`config.mk`:
```
export PLATFORM = sky130hd
export DESIGN_NAME = mc_ctrl_flat
export DESIGN_NICKNAME = d
export VERILOG_FILES = /design/src/rtl/mc_ctrl_if.sv /design/src/rtl/mc_ctrl.sv /design/src/flat_wrapper.sv
export SDC_FILE = /design/constraint.sdc
export NUM_CORES = 1
export LEC_CHECK = 0
export ABC_CLOCK_PERIOD_IN_PS = 2600
export CORE_MARGIN = 3
export CORE_UTILIZATION = 37
export CTS_BUF_LIST = sky130_fd_sc_hd__clkbuf_16
export DETAILED_ROUTE_END_ITERATION = 10
export GPL_ROUTABILITY_DRIVEN = 0
export PLACE_DENSITY_LB_ADDON = 0.1
export SYNTH_ARGS = -nofsm -noshare
export SYNTH_HDL_FRONTEND = slang
export SYNTH_SLANG_ARGS = --single-unit
```
`constraint.sdc`:
```
create_clock -name clk -period 2.6 [get_ports clk]
set_input_delay 0.52 -clock clk [delete_from_list [all_inputs] [get_ports clk]]
set_output_delay 0.52 -clock clk [all_outputs]
set_load 0.005 [all_outputs]
```
`src/rtl/mc_ctrl_if.sv`:
```
`default_nettype none
// ============================================================================
//  Module      : mc_ctrl_if
//  Description : Control bundle between the multicycle MIPS main controller
//                and its shared-memory datapath.
//                master : controller side (drives selects/enables/state,
//                         samples op/funct/zero)
//                slave  : datapath side (drives op/funct/zero, samples the
//                         controls)
//  Signals     : op[5:0], funct[5:0], zero         datapath -> controller
//                iord, mem_write, ir_write, reg_dst, mem_to_reg, reg_write,
//                alu_src_a, alu_src_b[1:0], pc_src[1:0], alu_control[2:0],
//                pc_en, state[3:0]                 controller -> datapath
//  Revision    : 1.0  initial release
// ============================================================================
interface mc_ctrl_if;
  logic [5:0] op;
  logic [5:0] funct;
  logic       zero;
  logic       iord;
  logic       mem_write;
  logic       ir_write;
  logic       reg_dst;
  logic       mem_to_reg;
  logic       reg_write;
  logic       alu_src_a;
  logic [1:0] alu_src_b;
  logic [1:0] pc_src;
  logic [2:0] alu_control;
  logic       pc_en;
  logic [3:0] state;

  modport master (
    input  op, funct, zero,
    output iord, mem_write, ir_write, reg_dst, mem_to_reg, reg_write,
           alu_src_a, alu_src_b, pc_src, alu_control, pc_en, state
  );

  modport slave (
    output op, funct, zero,
    input  iord, mem_write, ir_write, reg_dst, mem_to_reg, reg_write,
           alu_src_a, alu_src_b, pc_src, alu_control, pc_en, state
  );
endinterface
`default_nettype wire

```
`src/rtl/mc_ctrl.sv`:
```
`default_nettype none
// ============================================================================
//  Module      : mc_ctrl
//  Description : Main control unit of the multicycle MIPS core. Moore FSM
//                stepping each instruction through fetch/decode/execute/
//                memory/writeback, plus the ALU decoder.
//  Ports       : clk        system clock, rising edge
//                rst        synchronous active-high reset
//                bus        mc_ctrl_if.master (op/funct/zero in, datapath
//                           selects, write enables, pc_en and state out)
//  Revision    : 1.0  initial release
// ============================================================================
module mc_ctrl (
  input  wire logic   clk,
  input  wire logic   rst,
  mc_ctrl_if.master   bus
);

  localparam logic [5:0] c_OP_RTYPE = 6'h00;
  localparam logic [5:0] c_OP_J     = 6'h02;
  localparam logic [5:0] c_OP_BEQ   = 6'h04;
  localparam logic [5:0] c_OP_ADDI  = 6'h08;
  localparam logic [5:0] c_OP_LW    = 6'h23;
  localparam logic [5:0] c_OP_SW    = 6'h2B;

  typedef enum logic [3:0] {
    S_FETCH  = 4'd0,
    S_DECODE = 4'd1,
    S_MEMADR = 4'd2,
    S_MEMRD  = 4'd3,
    S_MEMWB  = 4'd4,
    S_MEMWR  = 4'd5,
    S_EXEC   = 4'd6,
    S_ALUWB  = 4'd7,
    S_BRANCH = 4'd8,
    S_ADDIEX = 4'd9,
    S_ADDIWB = 4'd10,
    S_JUMP   = 4'd11
  } state_t;

  state_t     r_state;
  state_t     w_cur;
  state_t     w_next;

  logic       w_iord, w_mem_write, w_ir_write, w_reg_dst, w_mem_to_reg;
  logic       w_reg_write, w_alu_src_a, w_pc_write, w_branch;
  logic [1:0] w_alu_src_b, w_pc_src, w_alu_op;
  logic [2:0] w_alu_control;

  // While reset is held the outputs decode as if in FETCH (with the write
  // enables masked below), regardless of what the register currently holds.
  assign w_cur = rst ? S_FETCH : r_state;

  always_ff @(posedge clk) begin
    if (rst) begin
      r_state <= S_FETCH;
    end else begin
      r_state <= w_next;
    end
  end

  always_comb begin
    w_next       = S_FETCH;
    w_iord       = 1'b0;
    w_mem_write  = 1'b0;
    w_ir_write   = 1'b0;
    w_reg_dst    = 1'b0;
    w_mem_to_reg = 1'b0;
    w_reg_write  = 1'b0;
    w_alu_src_a  = 1'b0;
    w_alu_src_b  = 2'b00;
    w_pc_src     = 2'b00;
    w_alu_op     = 2'b00;
    w_pc_write   = 1'b0;
    w_branch     = 1'b0;
    case (w_cur)
      S_FETCH: begin
        w_next      = S_DECODE;
        w_alu_src_b = 2'b01;
        w_ir_write  = 1'b1;
        w_pc_write  = 1'b1;
      end
      S_DECODE: begin
        w_alu_src_b = 2'b11;
        case (bus.op)
          c_OP_LW, c_OP_SW: w_next = S_MEMADR;
          c_OP_RTYPE:       w_next = S_EXEC;
          c_OP_BEQ:         w_next = S_BRANCH;
          c_OP_ADDI:        w_next = S_ADDIEX;
          c_OP_J:           w_next = S_JUMP;
          default:          w_next = S_FETCH;  // unknown op retires as a NOP
        endcase
      end
      S_MEMADR: begin
        w_next      = (bus.op == c_OP_LW) ? S_MEMRD : S_MEMWR;
        w_alu_src_a = 1'b1;
        w_alu_src_b = 2'b10;
      end
      S_MEMRD: begin
        w_next = S_MEMWB;
        w_iord = 1'b1;
      end
      S_MEMWB: begin
        w_mem_to_reg = 1'b1;
        w_reg_write  = 1'b1;
      end
      S_MEMWR: begin
        w_iord      = 1'b1;
        w_mem_write = 1'b1;
      end
      S_EXEC: begin
        w_next      = S_ALUWB;
        w_alu_src_a = 1'b1;
        w_alu_op    = 2'b10;
      end
      S_ALUWB: begin
        w_reg_dst   = 1'b1;
        w_reg_write = 1'b1;
      end
      S_BRANCH: begin
        w_alu_src_a = 1'b1;
        w_alu_op    = 2'b01;
        w_pc_src    = 2'b01;
        w_branch    = 1'b1;
      end
      S_ADDIEX: begin
        w_next      = S_ADDIWB;
        w_alu_src_a = 1'b1;
        w_alu_src_b = 2'b10;
      end
      S_ADDIWB: begin
        w_reg_write = 1'b1;
      end
      S_JUMP: begin
        w_pc_src   = 2'b10;
        w_pc_write = 1'b1;
      end
      default: begin
        w_next = S_FETCH;  // encodings 12..15 recover with no side effects
      end
    endcase
  end

  // ALU decoder
  always_comb begin
    w_alu_control = 3'b010;
    case (w_alu_op)
      2'b01: w_alu_control = 3'b110;
      2'b10: begin
        case (bus.funct)
          6'h22:   w_alu_control = 3'b110;
          6'h24:   w_alu_control = 3'b000;
          6'h25:   w_alu_control = 3'b001;
          6'h2A:   w_alu_control = 3'b111;
          default: w_alu_control = 3'b010;
        endcase
      end
      default: w_alu_control = 3'b010;
    endcase
  end

  assign bus.iord        = w_iord;
  assign bus.reg_dst     = w_reg_dst;
  assign bus.mem_to_reg  = w_mem_to_reg;
  assign bus.alu_src_a   = w_alu_src_a;
  assign bus.alu_src_b   = w_alu_src_b;
  assign bus.pc_src      = w_pc_src;
  assign bus.alu_control = w_alu_control;
  assign bus.state       = w_cur;

  // The edge that samples rst=1 must not commit any architectural write.
  assign bus.mem_write   = w_mem_write & ~rst;
  assign bus.ir_write    = w_ir_write  & ~rst;
  assign bus.reg_write   = w_reg_write & ~rst;
  assign bus.pc_en       = (w_pc_write | (w_branch & bus.zero)) & ~rst;

endmodule
`default_nettype wire

```
`src/flat_wrapper.sv`:
```
// flat-port wrapper written by rule: the top's interface ports become plain ports
module mc_ctrl_flat 
  (clk, rst, bus_op, bus_funct, bus_zero, bus_iord, bus_mem_write, bus_ir_write, bus_reg_dst, bus_mem_to_reg, bus_reg_write, bus_alu_src_a, bus_alu_src_b, bus_pc_src, bus_alu_control, bus_pc_en, bus_state);
  mc_ctrl_if bus_i ();
  input  wire logic clk;
  input  wire logic rst;
  input wire logic [$bits(bus_i.op)-1:0] bus_op;
  input wire logic [$bits(bus_i.funct)-1:0] bus_funct;
  input wire logic [$bits(bus_i.zero)-1:0] bus_zero;
  output wire logic [$bits(bus_i.iord)-1:0] bus_iord;
  output wire logic [$bits(bus_i.mem_write)-1:0] bus_mem_write;
  output wire logic [$bits(bus_i.ir_write)-1:0] bus_ir_write;
  output wire logic [$bits(bus_i.reg_dst)-1:0] bus_reg_dst;
  output wire logic [$bits(bus_i.mem_to_reg)-1:0] bus_mem_to_reg;
  output wire logic [$bits(bus_i.reg_write)-1:0] bus_reg_write;
  output wire logic [$bits(bus_i.alu_src_a)-1:0] bus_alu_src_a;
  output wire logic [$bits(bus_i.alu_src_b)-1:0] bus_alu_src_b;
  output wire logic [$bits(bus_i.pc_src)-1:0] bus_pc_src;
  output wire logic [$bits(bus_i.alu_control)-1:0] bus_alu_control;
  output wire logic [$bits(bus_i.pc_en)-1:0] bus_pc_en;
  output wire logic [$bits(bus_i.state)-1:0] bus_state;
  assign bus_i.op = bus_op;
  assign bus_i.funct = bus_funct;
  assign bus_i.zero = bus_zero;
  assign bus_iord = bus_i.iord;
  assign bus_mem_write = bus_i.mem_write;
  assign bus_ir_write = bus_i.ir_write;
  assign bus_reg_dst = bus_i.reg_dst;
  assign bus_mem_to_reg = bus_i.mem_to_reg;
  assign bus_reg_write = bus_i.reg_write;
  assign bus_alu_src_a = bus_i.alu_src_a;
  assign bus_alu_src_b = bus_i.alu_src_b;
  assign bus_pc_src = bus_i.pc_src;
  assign bus_alu_control = bus_i.alu_control;
  assign bus_pc_en = bus_i.pc_en;
  assign bus_state = bus_i.state;
  mc_ctrl u_core (.clk(clk), .rst(rst), .bus(bus_i));
endmodule
```
==> out/qor.yml <==
status: "finished clean"
synth-edff-count: 0
num_antenna_cells: 0
met3_length_um: 152
setup_ws_ns: 0.0603
layout-drive-gt1-share_pct: 32.3
yosysSeqAreaShare_pct: 13.4
yosysWarnings: 0
power_density_nw_per_um2: 336
setup_viol: 0
synth_ff_type: "dfxtp_1"
cap_violations: 0
fillerInstances: 96
fin_setup_tns_ns: 0
critPathKind: "in2out"
syn-num-nets: 102
max-slew-margin-rel_pct: 73.8
timing.hold.ws_ns: 0.610
critPathMaxFanout: 6
area_growth_pct: 96.9
hp-class: "in2reg"
drt-met1-wl_um: 904
via_per_inst: 5.93
crit_path_max_incr_delay_ns: 0.55
largest_register_ffs: 4
cts_sinks: 4
cts_tree: "built"
ios: 34
vias: 878
dr.pass1.iters: 4
drcViolationCount: 0
num_rows: 13
critPathMostFrequentCell: "inv_2"
fp.dieH_um: 46.2
critical_path_required_ns: 2.08
grt_pass1_wl_mm: 3.71
clock_latency_ns: 0.23
ant_nets: 0
routedWlPerCell_um: 15.6
dp_slack_ns: -0.738
dp.cells: 143
async_reset_ff_share_pct: 0
critPathTopFamily: "simple AND/OR/NAND/NOR gates"
synth_area_um2: 598
worstPathArrival_ns: 2.02
synthCells: 84
reg.largest.list: "u_core.r_state: 4 flops"
ys_types: 39
cts_root_buf: "clkbuf_16"
cts-hold-fix-buffers: 0
drv_slew: 0
final-seq-area_um2: 81.3
topRoutingLayerUsed: "met4"
hold_violations: 0
clockBufferDepth: 2
antenna_found_initial: 0
top_register: "u_core.r_state"
total_leakage_power_uw: 0.000504
core-area_um2: 1400
post-route-min-period_ns: 2.54
cts_buffers: 3
synth-seq-cells: 4
crit_slowest_cell: "or4_4"
multi_input_area_um2: 528
startpoint_type: "input port"
hpwlAfterDp_mm: 1.61
grt_start_max_net_pins: 14
fin_skew_ns: 0.00106
htreeDepth: 1
fmax_mhz: 394
design.die.area_um2: 2130
grt_use_total_pct: 24.4
worst_pin_slew_ns: 0.390
final_net_count: 153
wl_mm: 2.31
dr_wl_met2_mm: 1.21
gr-total-overflow: 0
endpoint_kind: "output pin"
final_core_util_pct: 84.2
crit_buf_inv: 4
path_cells: "buf_6, nand2b_4, inv_2, or4_4, ha_4, inv_2, a211o_1, buf_2"
fin_cells: 148
first_iter_violations: 26
start_util_pct: 42.8
min_period_over_period_pct: 97.7
path_clk_slew_ns: 0.03
vdd_drop_max_mv: 0.446
avgSynthCellArea_um2: 7.12
die_x_um: 46.2
io_buffer_count: 33
first_global_vias: 851
==> per-stage QoR <==
stage / total power [µW] / cell area, µm²
after floorplan: 95.9 / 598
after global placement: 146 / 1040
after detailed placement: 148 / 1040
after CTS: 396 / 1160
after global routing: 406 / 1180
final: 396 / 1180
==> routing by layer <==
metal  vias to the layer above  global-route usage, %
met5                         -                      0
met3                        11                   4.69
met1                       409                   25.5
li1                        411                      -
met4                         0                   10.8
met2                        47                   45.9
==> synthesized netlist by cell type, types with 2 or more instances <==
| cell | instances | area, µm² |
|---|---|---|
| and3_1 | 4 | 25.0 |
| buf_2 | 3 | 15.0 |
| nand3_1 | 5 | 25.0 |
| dfxtp_1 | 4 | 80.1 |
| a31oi_1 | 2 | 12.5 |
| nand4b_1 | 3 | 26.3 |
| inv_1 | 4 | 15.0 |
| nor3b_1 | 2 | 15.0 |
| or3_1 | 2 | 12.5 |
| inv_2 | 2 | 7.51 |
| ha_1 | 3 | 37.5 |
| a21oi_1 | 3 | 15.0 |
| nand2_1 | 4 | 15.0 |
| o211ai_1 | 3 | 22.5 |
| nor3_1 | 5 | 25.0 |
| nand4_1 | 2 | 12.5 |
| nor2b_1 | 4 | 25.0 |
| nand2b_1 | 2 | 12.5 |
| nor2_1 | 7 | 26.3 |
==> placed cells by master (no fill, tap or decap), drive strengths merged, types with 2 or more instances in the layout <==
cell type	instances
a21oi	3
a31oi	2
and3	4
buf	22
clkbuf	3
clkdlybuf4s50	27
dfxtp	4
dlygate4sd2	2
ha	3
inv	6
nand2	4
nand2b	3
nand3	5
nand4	2
nand4b	3
nor2	7
nor2b	4
nor3	5
nor3b	2
o211ai	3
or3	2
or4	2
==> kinds of logic (layout without fill, tap and decap cells) <==
family / Yosys count / after routing / share of synthesized area, %
AO/OA/AOI/OAI: 15 / 15 / 18.4
XOR/XNOR: 2 / 2 / 2.93
adder cells (fa/ha/maj): 3 / 3 / 6.28
buffers and inverters: 11 / 60 / 8.78
flip-flops: 4 / 4 / 13.4
AND/OR/NAND/NOR: 49 / 49 / 50.2
==> power breakdown <==
group	internal, µW	switching, µW
Combinational	51.9	36.1
Sequential	63.7	1.88
Clock	197	45.9
==> cell type report <==
type	instances	area share, %
well taps	15	1.59
repair buffers	51	38.2
inverters	6	2.13
clock buffers	3	6.38
flip-flops and latches	4	6.91
multi-input cells	69	44.8
==> path summary, 6_finish.rpt <==
| kind | end | cells after the start | slack, ns | from |
|---|---|---|---|---|
| max reg2reg | u_core.r_state[2]$_SDFF_PP0_ | 5 | 1.26 | u_core.r_state[0]$_SDFF_PP0_ |
| min reg2reg | u_core.r_state[2]$_SDFF_PP0_ | 3 | 0.67 | u_core.r_state[1]$_SDFF_PP0_ |
| min | u_core.r_state[0]$_SDFF_PP0_ | 3 | 0.61 | rst |
| max | bus_alu_control[1] | 8 | 0.06 | rst |
==> worst min-delay path: stages <==
cell       delay (ns)
buf_6            0.09
buf_4            0.13
a2111oi_1        0.05
==> repair_timing <==
item | in CTS | in global routing
resized for setup | 24 | 12
pin swaps | 4 | 6
setup buffers | 2 | 1
endpoints found under the setup margin | 14 | 7
No activity file was read; power rests on OpenSTA's default activity.
